## src/rtl/ravenoc_pkg.sv

```systemverilog
// ravenoc_pkg
//   Shared flit-format definitions for the NI packet sequencer and its RX
//   framing trackers: the 2-bit flit type encoding, default geometry of a
//   flit and of the packet-size field carried in a HEAD payload, and the
//   TX framing FSM states.
package ravenoc_pkg;

  // Flit type lives in the top two bits of every flit. 2'b11 is not a
  // legal type and is treated as a framing error on RX.
  typedef enum logic [1:0] {
    HEAD = 2'b00,
    BODY = 2'b01,
    TAIL = 2'b10
  } flit_type_t;

  typedef enum logic {
    TX_IDLE,
    TX_BURST
  } tx_state_t;

  localparam int FLIT_TYPE_W     = 2;
  localparam int FLIT_WIDTH_DEF  = 34;
  localparam int FLIT_DATA_DEF   = 32;
  localparam int NUM_VC_DEF      = 2;
  localparam int PKT_WIDTH_DEF   = 8;
  localparam int PKT_POS_MSB_DEF = 31;

endpackage

```

## src/rtl/pkt_rx_tracker.sv

```systemverilog
// pkt_rx_tracker
//   Packet framing tracker for one RX virtual channel. Follows HEAD/BODY/TAIL
//   sequencing using the size field of each HEAD and raises a sticky error on
//   any framing violation. Flits are never dropped: after an error the tracker
//   keeps applying the same rules to whatever arrives next.
// Ports
//   clk, arst_n  clock, async active-low reset
//   sel          a valid flit is presented on this VC
//   upd          that flit is consumed this cycle (sel & downstream ready)
//   ftype        flit type field of the presented flit
//   pkt_sz       size field taken from the presented flit's payload
//   err_clr      synchronous clear of the sticky error
//   sof, eof     presented flit starts / ends a packet (combinational)
//   err          sticky framing error
module pkt_rx_tracker
  import ravenoc_pkg::*;
#(
  parameter int PKT_WIDTH = PKT_WIDTH_DEF
) (
  input  logic                 clk,
  input  logic                 arst_n,
  input  logic                 sel,
  input  logic                 upd,
  input  logic [1:0]           ftype,
  input  logic [PKT_WIDTH-1:0] pkt_sz,
  input  logic                 err_clr,
  output logic                 sof,
  output logic                 eof,
  output logic                 err
);

  logic                 active_q, active_d;
  logic [PKT_WIDTH-1:0] rem_q, rem_d;
  logic                 err_set;

  always_comb begin
    // NOTE: every signal written here gets a default first, otherwise a path
    // that skips the assignment would infer a latch.
    active_d = active_q;
    rem_d    = rem_q;
    err_set  = 1'b0;
    sof      = sel && (ftype == HEAD);
    eof      = sel && (((ftype == HEAD) && (pkt_sz == '0)) || (ftype == TAIL));
    if (upd) begin
      case (flit_type_t'(ftype))
        HEAD: begin
          err_set  = active_q;
          rem_d    = pkt_sz;
          active_d = (pkt_sz != '0);
        end
        BODY: begin
          // A BODY where the TAIL is due is an error; the count is held so
          // the TAIL that follows still closes the packet cleanly.
          if (!active_q || (rem_q == PKT_WIDTH'(1))) err_set = 1'b1;
          else rem_d = rem_q - PKT_WIDTH'(1);
        end
        TAIL: begin
          err_set  = !active_q || (rem_q != PKT_WIDTH'(1));
          active_d = 1'b0;
          rem_d    = '0;
        end
        default: err_set = 1'b1;
      endcase
    end
  end

  // NOTE: sequential state uses non-blocking assignments so every register
  // samples pre-edge values regardless of block ordering.
  always_ff @(posedge clk or negedge arst_n) begin
    if (!arst_n) begin
      active_q <= 1'b0;
      rem_q    <= '0;
      err      <= 1'b0;
    end else begin
      active_q <= active_d;
      rem_q    <= rem_d;
      // A new error in the same cycle as a clear must stay visible.
      err      <= err_set | (err & !err_clr);
    end
  end

endmodule

```

## src/rtl/pkt_proc_seq.sv

```systemverilog
// pkt_proc_seq
//   NI packet sequencer between the AXI slave buffers and the router local
//   port.
//   TX: turns a stream of payload words into HEAD/BODY/TAIL flits using the
//   per-packet flit count given with the first word, through one output
//   register stage (1-cycle latency, holds while the router stalls).
//   RX: passes flits through to the AXI side, strips the type field, and
//   tracks packet framing per VC with sticky per-VC error flags.
// Ports
//   clk, arst_n                     clock, async active-low reset
//   tx_valid/tx_ready/tx_data       AXI-side payload word handshake
//   tx_new, tx_pkt_sz, tx_vc        packet start, flits after head, VC
//   tx_err                          sticky TX framing error
//   noc_tx_valid/ready/fdata/vc     flit to router
//   noc_rx_valid/ready/fdata/vc     flit from router
//   rx_valid/ready/data/vc          flit payload to AXI RX buffer
//   rx_sof, rx_eof                  current RX flit starts / ends a packet
//   rx_err                          sticky per-VC RX framing error
//   err_clr                         synchronous clear of tx_err and rx_err
module pkt_proc_seq
  import ravenoc_pkg::*;
#(
  parameter  int FLIT_WIDTH  = FLIT_WIDTH_DEF,
  parameter  int FLIT_DATA   = FLIT_DATA_DEF,
  parameter  int NUM_VC      = NUM_VC_DEF,
  parameter  int PKT_WIDTH   = PKT_WIDTH_DEF,
  parameter  int PKT_POS_MSB = PKT_POS_MSB_DEF,
  localparam int VC_W        = (NUM_VC > 1) ? $clog2(NUM_VC) : 1
) (
  input  logic                  clk,
  input  logic                  arst_n,
  input  logic                  tx_valid,
  output logic                  tx_ready,
  input  logic [FLIT_DATA-1:0]  tx_data,
  input  logic                  tx_new,
  input  logic [PKT_WIDTH-1:0]  tx_pkt_sz,
  input  logic [VC_W-1:0]       tx_vc,
  output logic                  tx_err,
  output logic                  noc_tx_valid,
  input  logic                  noc_tx_ready,
  output logic [FLIT_WIDTH-1:0] noc_tx_fdata,
  output logic [VC_W-1:0]       noc_tx_vc,
  input  logic                  noc_rx_valid,
  output logic                  noc_rx_ready,
  input  logic [FLIT_WIDTH-1:0] noc_rx_fdata,
  input  logic [VC_W-1:0]       noc_rx_vc,
  output logic                  rx_valid,
  input  logic                  rx_ready,
  output logic [FLIT_DATA-1:0]  rx_data,
  output logic [VC_W-1:0]       rx_vc,
  output logic                  rx_sof,
  output logic                  rx_eof,
  output logic [NUM_VC-1:0]     rx_err,
  input  logic                  err_clr
);

  // ---------------------------------------------------------------- TX ----
  tx_state_t             state_q, state_d;
  logic [PKT_WIDTH-1:0]  rem_q, rem_d;
  logic [VC_W-1:0]       vc_q, vc_d;
  logic [FLIT_WIDTH-1:0] flit_d;
  logic [VC_W-1:0]       flit_vc_d;
  logic                  accept;
  logic                  tx_err_set;

  // The output register can take a new flit when empty or draining this cycle.
  assign tx_ready = !noc_tx_valid | noc_tx_ready;
  assign accept   = tx_valid & tx_ready;

  always_comb begin
    state_d    = state_q;
    rem_d      = rem_q;
    vc_d       = vc_q;
    flit_vc_d  = vc_q;
    tx_err_set = 1'b0;
    flit_d     = '0;
    flit_d[FLIT_DATA-1:0] = tx_data;
    case (state_q)
      TX_IDLE: begin
        // Every word accepted in IDLE is a HEAD; a word without tx_new is
        // still framed (as a size-0 packet) so the router never sees garbage.
        flit_d[FLIT_WIDTH-1 -: FLIT_TYPE_W] = HEAD;
        flit_d[PKT_POS_MSB -: PKT_WIDTH]    = tx_new ? tx_pkt_sz : '0;
        flit_vc_d = tx_vc;
        if (accept) begin
          if (!tx_new) begin
            tx_err_set = 1'b1;
          end else if (tx_pkt_sz != '0) begin
            state_d = TX_BURST;
            rem_d   = tx_pkt_sz;
            vc_d    = tx_vc;
          end
        end
      end
      TX_BURST: begin
        // The flit counter alone decides framing; tx_new here only flags.
        flit_d[FLIT_WIDTH-1 -: FLIT_TYPE_W] = (rem_q == PKT_WIDTH'(1)) ? TAIL : BODY;
        if (accept) begin
          tx_err_set = tx_new;
          rem_d      = rem_q - PKT_WIDTH'(1);
          if (rem_q == PKT_WIDTH'(1)) state_d = TX_IDLE;
        end
      end
      default: state_d = TX_IDLE;
    endcase
  end

  always_ff @(posedge clk or negedge arst_n) begin
    if (!arst_n) begin
      state_q      <= TX_IDLE;
      rem_q        <= '0;
      vc_q         <= '0;
      noc_tx_valid <= 1'b0;
      noc_tx_fdata <= '0;
      noc_tx_vc    <= '0;
      tx_err       <= 1'b0;
    end else begin
      state_q <= state_d;
      rem_q   <= rem_d;
      vc_q    <= vc_d;
      if (accept) begin
        noc_tx_valid <= 1'b1;
        noc_tx_fdata <= flit_d;
        noc_tx_vc    <= flit_vc_d;
      end else if (noc_tx_ready) begin
        noc_tx_valid <= 1'b0;
      end
      tx_err <= tx_err_set | (tx_err & !err_clr);
    end
  end

  // ---------------------------------------------------------------- RX ----
  logic [NUM_VC-1:0] sof_v, eof_v;

  assign noc_rx_ready = rx_ready;
  assign rx_valid     = noc_rx_valid;
  assign rx_data      = noc_rx_fdata[FLIT_DATA-1:0];
  assign rx_vc        = noc_rx_vc;
  // Only the selected tracker can assert sof/eof, so an OR acts as the mux.
  assign rx_sof       = |sof_v;
  assign rx_eof       = |eof_v;

  for (genvar i = 0; i < NUM_VC; i++) begin : g_vc
    logic sel;
    assign sel = noc_rx_valid && (noc_rx_vc == VC_W'(i));

    pkt_rx_tracker #(
      .PKT_WIDTH(PKT_WIDTH)
    ) u_trk (
      .clk    (clk),
      .arst_n (arst_n),
      .sel    (sel),
      .upd    (sel & rx_ready),
      .ftype  (noc_rx_fdata[FLIT_WIDTH-1 -: FLIT_TYPE_W]),
      .pkt_sz (noc_rx_fdata[PKT_POS_MSB -: PKT_WIDTH]),
      .err_clr(err_clr),
      .sof    (sof_v[i]),
      .eof    (eof_v[i]),
      .err    (rx_err[i])
    );
  end

endmodule

```

## config.mk

```make
export PLATFORM = sky130hd
export DESIGN_NAME = pkt_proc_seq
export DESIGN_NICKNAME = d
export VERILOG_FILES = /design/src/rtl/ravenoc_pkg.sv /design/src/rtl/pkt_rx_tracker.sv /design/src/rtl/pkt_proc_seq.sv
export SDC_FILE = /design/constraint.sdc
export NUM_CORES = 1
export LEC_CHECK = 0
export CAP_MARGIN = 20
export CORE_UTILIZATION = 43
export CTS_CLUSTER_DIAMETER = 60
export DETAILED_ROUTE_END_ITERATION = 8
export PLACE_DENSITY = 0.91
export SLEW_MARGIN = 25
export SYNTH_ARGS = -nofsm -noshare
export SYNTH_HDL_FRONTEND = slang
export SYNTH_SLANG_ARGS = --single-unit
```

## constraint.sdc

```tcl
create_clock -name clk -period 2.6 [get_ports clk]
set_input_delay 0.26 -clock clk [delete_from_list [all_inputs] [get_ports clk]]
set_output_delay 0.26 -clock clk [all_outputs]
set_load 0.02 [all_outputs]
```

=== Yosys cells after proc, flatten, opt, wreduce, memory -nomap -nowiden ===
Cells that the tools add are included.
Widths: inputs -> output; s select.

* Reduce and logical (&&, ||, !) cells: 31
* Multiplexer cells: 33
* Add/sub/neg operators: 3
* Bitwise gates (word level): 12
* Equal/unequal tests: 13

{| class="wikitable"
|+ Operators with widths
! cell !! number
|-
| $mux 8 || 8
|-
| $pmux 8 s3 || 2
|-
| $eq 8x1->1 const B || 3
|-
| $sub 8x1->8 const B || 3
|-
| $ne 8x1->1 const B || 2
|-
| $pmux 8 s2 || 1
|-
| $reduce_bool 8->1 || 2
|-
| $mux 1 || 15
|-
| $ne 2x2->1 const B || 5
|-
| $logic_not 8->1 || 1
|-
| $reduce_and 4->1 || 2
|-
| $logic_and 1x1->1 || 7
|-
| $and 1x1->1 || 6
|-
| $pmux 1 s2 || 3
|-
| $pmux 1 s3 || 2
|-
| $reduce_and 3->1 || 2
|-
| $logic_or 1x1->1 || 5
|-
| $logic_not 1->1 || 4
|-
| $or 1x1->1 || 4
|-
| $pmux 2 s2 || 1
|-
| $reduce_and 2->1 || 2
|-
| $reduce_bool 2->1 || 2
|-
| $reduce_or 2->1 || 2
|-
| $reduce_bool 3->1 || 1
|-
| 6 further kinds || 7
|}

* Logic and storage cells: 105
* Output and inout port bits: 77
* Bits of input ports: 84
* Register bits after elaboration: 67

=== Longest topological paths before layout ===
Gate-level depths: netlist (run 1).

* Word-level depth: 6
* Depth in mapped cells: 8
* Depth with buffers taken out: 6

=== Modules after synthesis ===
From an unflattened synthesis (run 1), not the netlist that was laid out.

* Cell total of the unflattened synthesis: 441
* Area, all modules: 4000.1 µm²

{| class="wikitable"
|+ Modules (own cells, without submodules)
! module !! sequential area each (µm²) !! area an instance (µm²) !! cells an instance !! instances
|-
| pkt_proc_seq || 1176.1 || 2453.6 || 271 || 1
|-
| pkt_rx_tracker || 250.2 || 773.2 || 85 || 2
|}

=== Worst setup path before layout (run 1) ===
Ideal clock, no wire load.

* Path kind: reg2reg
* Start: register g_vc[0].u_trk.rem_q[4]
* End: register g_vc[0].u_trk.rem_q[0]
* Arrival: 1.866 ns
* Cell stages (with the launch flop): 6
* Setup time: 0.125 ns
* Data required time: 2.475 ns
* Buffers on the path: 1
* Clock period less this slack: 1.991 ns
* Path slack: 0.609 ns
* Path through: dfrtp_1 > or4_4 > o41ai_4 > a21o_1 > buf_6 > mux2_4

* Word-level cells in the longest chain between the ends: 4

{| class="wikitable"
|+ Ends and longest elaborated chain
! item !! RTL line !! text
|-
| start, declared || pkt_rx_tracker.sv:33 || <nowiki>logic [PKT_WIDTH-1:0] rem_q, rem_d;</nowiki>
|-
| start signal, assigned || pkt_rx_tracker.sv:76 || <nowiki>rem_q <= rem_d;</nowiki>
|-
| $eq 8x1->1 || pkt_rx_tracker.sv:54 || <nowiki>if (!active_q || (rem_q == PKT_WIDTH'(1))) err_set = 1'b1;</nowiki>
|-
| $logic_or 1x1->1 || pkt_rx_tracker.sv:54 ||
|-
| $ne 2x2->1 (no source line) || - ||
|-
| $reduce_and 3->1 (no source line) || - ||
|}

No other way between the ends.
A chain may end at the register's enable or synchronous reset.

=== Final worst setup path (run 1) ===
* Start: input noc_rx_fdata[25]
* End: output rx_eof

* Word-level cells in the longest chain between the ends: 5
* Elaborated cells between the ends (all ways): 6
* Those cells by class: reduce/logical: 6

{| class="wikitable"
|+ Ends and longest elaborated chain
! item !! RTL line !! text
|-
| start, declared || pkt_proc_seq.sv:45 || <nowiki>input logic [FLIT_WIDTH-1:0] noc_rx_fdata,</nowiki>
|-
| $logic_not 8->1 (*) || pkt_rx_tracker.sv:43 || <nowiki>eof = sel && (((ftype == HEAD) && (pkt_sz == '0)) || (ftype == TAIL));</nowiki>
|-
| $logic_and 1x1->1 (*) || pkt_rx_tracker.sv:43 ||
|-
| $logic_or 1x1->1 (*) || pkt_rx_tracker.sv:43 ||
|-
| $logic_and 1x1->1 || pkt_rx_tracker.sv:43 ||
|-
| $reduce_or 2->1 (*) || pkt_proc_seq.sv:141 || <nowiki>assign rx_eof = |eof_v;</nowiki>
|-
| end, declared || pkt_proc_seq.sv:52 || <nowiki>output logic rx_eof,</nowiki>
|}

Mark *: on every way between the ends. The rest lies on a longest branch, timed or not.

==> summary.md, run 1 <==
| Metric | Value |
|---|---|
| Synth warn | `0` |
| Post-route clock period utilization | `90.00%` |
| Layout Cells excl Fill | `618` |
| R2R Path End | `g_vc[0].u_trk.rem_q[0]` |
| GP Congestion | `0.9043` |
| Worst Path Class, Setup | `in -> out` |
| Die area | `9220 sq um` |
| Drt total wl | `9332 microns` |
| Maximum clock insertion buffer count | `2` |
| Pin count of the biggest net entering global routing | `30` |
| Post-CTS Setup Bufs | `0` |
| Slowest cell on crit path | `clkdlybuf4s50_1` |
| Ys flop type | `dfrtp_1` |
| Static leakage | `0.002181 uW` |
| Max FO, Critical Path | `3` |
| Num CTS Buffers | `9` |
| Syn nets | `530` |
| Hold WC Path Type | `in -> async` |
| Worst slew pin tran | `0.7244 ns` |
| Commonest non-fill, non-tap cells in the layout | `clkdlybuf4s50_1, nand2_1, dfrtp_1` |
| Number of synthesized register bits | `67` |
| R2R depth | `4` |
| Run status | `complete, no violations` |
| Global Route Usage Sum | `20.39%` |
| Final hold violation count | `0` |
| Number of global-route vias before repair | `3329` |
| # IOs | `161` |
| Share of cells above drive strength 1 | `6.043%` |
| Initial core utilization | `45.35%` |
| Most used cell, CP | `clkdlybuf4s50_1` |
| Clk root buf | `clkbuf_8` |
| First-pass GRT wire length | `14600 microns` |
| IO buf count | `112` |
| Critical-path cell list | `clkdlybuf4s50_1 -> nor4_1 -> a21oi_1 -> nor3b_1 -> clkdlybuf4s50_1` |
| Core Box Area | `8382 sq um` |
| RR Startpoint | `g_vc[0].u_trk.rem_q[4]` |
| Sequential area share after synthesis | `44.11%` |
| DRC | `0` |
| Final TNS setup | `0 ns` |
| Diode count | `0` |
| Commonest non-fill, non-tap cell in the layout | `clkdlybuf4s50_1` |
| RSZ-0062 raised after global routing | `false` |
| Drt pass-1 iters | `5` |
| Post-synthesis instance total | `435` |
| Area Overhead vs Synth | `29.39%` |
| Average size of a mapped cell | `8.738 sq um` |
| Worst slew margin | `51.48%` |
| Initial antenna violation count | `0` |
| Die height | `96.02 microns` |
| Initial DRC count | `222` |
| Post-synth top area cell | `dfrtp_1` |
| Min Tclk post-route | `2.340 ns` |
| Synth unique cells | `47` |
| Max Clk Rate | `427.4 MHz` |
| GRT Residual Overflow | `0` |
| Startpoint Class | `input pin` |
| H-tree Lvls | `3` |
| TritonCTS clock tree | `built` |
| Power density cells | `731.3 nW/um^2` |
| Post-synth EDFFs | `0` |
| Worst setup path start | `noc_rx_fdata[25]` |
| # rows | `33` |
| Post-synth ARST share | `100.0%` |
| Crit path DAT | `2.08 ns` |
| Req. time, crit path | `2.34 ns` |
| Clock sinks | `67` |
| Share of Yosys cell area claimed by the top area cell type | `44.11%` |
| End of the critical path | `rx_eof` |
| Worst vdd ir | `0.2667 mV` |
| Nets | `603` |
| Ranking of synthesized cells by area | `dfrtp_1, nand2_1, buf_4` |
| Final ANT Viol Nets | `0` |
| Max cap viols | `0` |
| Setup slack, reg-to-reg | `0.39 ns` |
| Final core occ | `58.68%` |
| # setup viols final | `0` |
| DP Cell Count | `601` |
| Worst-Skew Late Latency | `0.34 ns` |
| Via count | `3442` |
| CP Capture Type | `primary output` |
| DIE WIDTH | `96.02 microns` |
| Clock slew at reported path FFs | `0.08 ns` |
| Largest stage delay, worst path | `0.64 ns` |
| Vias per cell | `5.570` |
| Setup Skew | `0.01581 ns` |
| Hpwl dp | `7084 microns` |
| Mapped cell area | `3801 sq um` |
| Max-slew violations | `0` |
| Avg WL per Cell | `15.10 microns` |
-- cell families after synthesis --
logic type               after synthesis  share of synthesized area [%]
adder cells (fa/ha/maj)               11                          3.621
buffers and inverters                 89                          12.71
multiplexers                          10                          2.995
AND/OR/NAND/NOR                      177                          21.20
AO/OA/AOI/OAI                         81                          15.37
flip-flops                            67                          44.11
-- worst min-delay path by stage --
stage / startpoint / end / slack [ns] / cells after the start
final: arst_n / noc_tx_fdata[30] / 0.35 / 2
after global placement: arst_n / noc_tx_fdata[30] / 0.18 / 1
after global routing: arst_n / noc_tx_valid / 0.39 / 2
after CTS: arst_n / noc_tx_fdata[30] / 0.36 / 2
after floorplan: arst_n / g_vc[0].u_trk.active_q / -0.04 / 0
after detailed placement: arst_n / noc_tx_fdata[30] / 0.18 / 1
-- stage by stage --
step           hold WS, ns  area, sq um  total power [uW]  setup slack, ns
2_1_floorplan     -0.03559         3801              2337           0.6089
3_3_place_gp        0.1777         4731              2759           0.2889
3_5_place_dp        0.1843         4731              2820           0.1977
4_1_cts             0.3623         4918              3614           0.2515
5_1_grt             0.3916         4918              3824           0.1293
6_report            0.3534         4918              3597           0.2601
-- synthesized netlist by cell type, types with 2 or more instances --
| library cell | count |
|---|---|
| a221oi_1 | 9 |
| nor2_1 | 28 |
| a31oi_1 | 7 |
| mux2_2 | 3 |
| nand2b_1 | 5 |
| nor4_1 | 8 |
| buf_1 | 2 |
| a222oi_1 | 5 |
| o22ai_1 | 7 |
| o2bb2ai_1 | 5 |
| or3_1 | 4 |
| buf_4 | 37 |
| nand2_1 | 86 |
| a211oi_1 | 6 |
| a21oi_1 | 13 |
| dfrtp_1 | 67 |
| nor2b_1 | 8 |
| and3_1 | 4 |
| o31ai_1 | 4 |
| mux2i_1 | 5 |
| a41oi_1 | 2 |
| and2_1 | 2 |
| mux2_4 | 2 |
| nand3_1 | 11 |
| o21ai_0 | 14 |
| clkbuf_1 | 15 |
| ha_1 | 11 |
| nor3_1 | 11 |
| a22o_1 | 2 |
| nand4_1 | 3 |
| nor3b_1 | 2 |
| inv_1 | 32 |
-- power by group --
group | leakage [uW] | internal [uW] | total [uW] | switching, uW
logic | 0.00127 | 607 | 1280 | 674
registers | 0.000817 | 1290 | 1540 | 251
clock network | 0.0000924 | 372 | 779 | 407
total | 0.00218 | 2260 | 3600 | 1330
-- routing by layer --
metal  wire length [microns]  part of all wire, %  track usage [%]
met1                    3909                   42            24.56
met2                    4472                   48            34.87
met3                     794                  8.5            5.450
met4                     155                  1.7            7.338
met5                       0                    0                0
-- final cells by class --
class / instances / area (sq um)
Clock buffer: 10 / 137.6
Clock inverter: 6 / 40.04
Fill cell: 728 / 3463
Inverter: 32 / 120.1
Multi-Input combinational cell: 279 / 1642
Sequential cell: 67 / 1677
Tap cell: 105 / 131.4
Timing Repair Buffer: 119 / 1171
-- sequential cells by signal, summed over array words and instances, names as in the netlist --
name and count:
noc_tx_valid 1, g_vc.u_trk.err 2, tx_err 1, vc_q 1, g_vc.u_trk.active_q 2, noc_tx_vc 1, rem_q 8, state_q 1
g_vc.u_trk.rem_q 16, noc_tx_fdata 34
-- worst max-delay path: cells and delay by family --
family,cells,cell delay [ns]
simple gates,2,0.56
compound gates,1,0.17
buf+inv,2,1.09
-- repair_timing --
action / 4_1_cts / 5_1_grt
resized for setup: 0 / 0
hold buffers: 1 / 0
endpoints found under the hold margin: 14 / 0
No activity file was read; power rests on OpenSTA's default activity.
==> run 2, diff against run 1 <==
Settings changed: CORE_ASPECT_RATIO set to 1.5.
==> run 2 against run 1 <==
  * Largest cell class unchanged
  * Combinational power about the same
  * Highest routed layer unchanged
  * Sequential share of layout area down 1.1 points
  * Die area about the same
  * The run now ends with hold timing left
  * Count of clock-buffer cells in the layout down 1
  * Wire length up 4.1%
  * Register-to-register slack about the same
  * Hold slack worse by 0.36 ns
  * Largest power group unchanged
  * Non-clock buffer count up 2
==> summary.md, run 2 (same netlist as run 1, synthesis figures left out) <==
| Metric | Value |
|---|---|
| # setup viols final | `0 (unchanged)` |
| Max reg flops | `34 (unchanged)` |
| Nets | `605 (was 603)` |
| Hold WC Path Type | `in -> async (unchanged)` |
| Worst-Skew Late Latency | `0.32 ns (was 0.34 ns)` |
| Most used cell, CP | `clkdlybuf4s50_1 (unchanged)` |
| Clock sinks | `67 (unchanged)` |
| Filler cells | `733 (was 728)` |
| GRT Residual Overflow | `0 (unchanged)` |
| Power density cells | `811.9 nW/um^2 (was 731.3 nW/um^2)` |
| Req. time, crit path | `2.34 ns (about the same)` |
| Run status | `finished with violations (was complete, no violations)` |
| Max Clk Rate | `438.0 MHz (was 427.4 MHz)` |
| Hpwl dp | `7338 microns (was 7084 microns)` |
| Maximum clock insertion buffer count | `2 (unchanged)` |
| Cts repair resizes | `0 (unchanged)` |
| Initial antenna violation count | `0 (unchanged)` |
| Post-route clock period utilization | `87.82% (was 90.00%)` |
| Pin count of the biggest net entering global routing | `36 (was 30)` |
| CP Capture Type | `primary output (unchanged)` |
| Static leakage | `0.002263 uW (was 0.002181 uW)` |
| Worst vdd ir | `0.3753 mV (was 0.2667 mV)` |
| Startpoint Class | `input pin (unchanged)` |
| WP buf/inv | `3 (was 2)` |
| Layout Cells excl Fill | `622 (was 618)` |
| Clock slew at reported path FFs | `0.06 ns (was 0.08 ns)` |
| GP Congestion | `1.039 (was 0.9043)` |
| Share of cells above drive strength 1 | `6.602% (was 6.043%)` |
| Hold WS | `-0.009111 ns (was 0.3534 ns)` |
| Min Tclk post-route | `2.283 ns (was 2.340 ns)` |
| Slowest cell on crit path | `clkdlybuf4s50_1 (unchanged)` |
| Drt pass-1 iters | `5 (unchanged)` |
| TritonCTS clock tree | `built (unchanged)` |
| Num CTS Buffers | `9 (unchanged)` |
| Drt total wl | `9715 microns (was 9332 microns)` |
| Largest stage delay, worst path | `0.63 ns (was 0.64 ns)` |
| Worst Path Class, Setup | `in -> out (unchanged)` |
| Post-CTS Hold Fix Bufs | `0 (was 1)` |
| DRC | `0 (unchanged)` |
| Diode count | `0 (unchanged)` |
| IO buf count | `112 (unchanged)` |
| Crit path DAT | `2.02 ns (was 2.08 ns)` |
| Top reg by flops | `noc_tx_fdata (unchanged)` |
| H-tree Lvls | `3 (unchanged)` |
| Number of global-route vias before repair | `3309 (was 3329)` |
| First-pass GRT wire length | `15470 microns (was 14600 microns)` |
| Die height | `117.2 microns (was 96.02 microns)` |
| Area Overhead vs Synth | `33.81% (was 29.39%)` |
| Top delay family on crit path | `buffers and inverters (unchanged)` |
| Max FO, Critical Path | `5 (was 3)` |
| Final TNS setup | `0 ns (unchanged)` |
| Final hold violation count | `2 (was 0)` |
| Commonest non-fill, non-tap cell in the layout | `clkdlybuf4s50_1 (unchanged)` |
| Max cap viols | `0 (unchanged)` |
| Core Box Area | `8516 sq um (was 8382 sq um)` |
| Post-CTS Setup Bufs | `0 (unchanged)` |
| Global Route Usage Sum | `21.66% (was 20.39%)` |
| Setup Skew | `0.003667 ns (was 0.01581 ns)` |
| Commonest non-fill, non-tap cells in the layout | `clkdlybuf4s50_1, nand2_1, dfrtp_1 (unchanged)` |
| Final ANT Viol Nets | `0 (unchanged)` |
| Clk root buf | `clkbuf_16 (was clkbuf_8)` |
| RSZ-0062 raised after global routing | `false (unchanged)` |
| DP Cell Count | `606 (was 601)` |
| Vias per cell | `5.561 (was 5.570)` |
| DIE WIDTH | `78.77 microns (was 96.02 microns)` |
| # rows | `41 (was 33)` |
| Max-slew violations | `0 (unchanged)` |
| Initial core utilization | `44.64% (was 45.35%)` |
| Die area | `9227 sq um (was 9220 sq um)` |
| Via count | `3459 (was 3442)` |
| Worst slew pin tran | `0.7807 ns (was 0.7244 ns)` |
| Initial DRC count | `212 (was 222)` |
| Leading registers by flop count | `noc_tx_fdata x34, g_vc.u_trk.rem_q x16, rem_q x8 (unchanged)` |
| Avg WL per Cell | `15.62 microns (was 15.10 microns)` |
| # IOs | `161 (unchanged)` |
| Critical-path cell list | `clkdlybuf4s50_1 -> inv_1 -> ha_1 -> nor2_1 -> nor3b_1 -> clkdlybuf4s50_1 (was clkdlybuf4s50_1 -> nor4_1 -> a21oi_1 -> nor3b_1 -> clkdlybuf4s50_1)` |
| Failing checks | `hold timing` |
| Worst slew margin | `47.85% (was 51.48%)` |
==> run 2: cell types whose count changed in the layout (fill, tap and decap cells not counted), moves of 2 or more <==
cell,delta
clkbuf_8,-10
clkbuf_16,+9
buf_4,+2
bufinv_16,+2
==> run 2: metrics by stage <==
stage	hold slack, ns	utilization [%]	power (uW)	cell area [sq um]	setup slack [ns]
final	-0.009111	59.73	4129	5086	0.3167
after CTS	0.002303	59.73	4149	5086	0.2869
after global routing	0.03824	59.73	4365	5086	0.1499
after global placement	0.3509	55.99	2792	4768	0.2826
after detailed placement	0.3563	55.99	2851	4768	0.2167
after floorplan	-0.03559	-	2337	3801	0.6089
==> run 2: area by class of cell <==
class	count	area (sq um)	area share [%]
inverters	32	120.1	2.362
well taps	107	133.9	2.632
repair buffers	121	1196	23.52
multi-input cells	279	1642	32.28
clock inverters	7	92.59	1.820
flip-flops and latches	67	1677	32.96
clock buffers	9	225.2	4.428
==> run 2: final timing paths <==
kind,start,slack (ns),cells past startpoint,endpoint
min in group clk,tx_data[17],0.46,3,noc_tx_fdata[17]
max in group asynchronous,arst_n,1.97,2,g_vc[1].u_trk.rem_q[3]
worst min-delay path,arst_n,-0.009,1,noc_tx_valid
worst max register to register,g_vc[0].u_trk.rem_q[4],0.40,4,g_vc[0].u_trk.rem_q[1]
worst max-delay path,noc_rx_fdata[32],0.32,6,rx_eof
worst min register to register,noc_tx_fdata[17],0.47,2,noc_tx_fdata[17]
==> run 2: power by group <==
| part | switching, uW | internal [uW] | leakage, uW | total, uW |
|---|---|---|---|---|
| clock | 442 | 836 | 0.000159 | 1280 |
| sequential | 248 | 1290 | 0.000817 | 1540 |
| combinational | 694 | 620 | 0.00129 | 1310 |
==> run 2: metal layers <==
metal | vias up | wire, microns | track usage [%]
li1 | 1621 | - | -
met1 | 1646 | 3687 | 23.03
met2 | 155 | 5182 | 39.65
met3 | 37 | 528 | 4.651
met4 | 0 | 317 | 11.85
met5 | - | 0 | 0
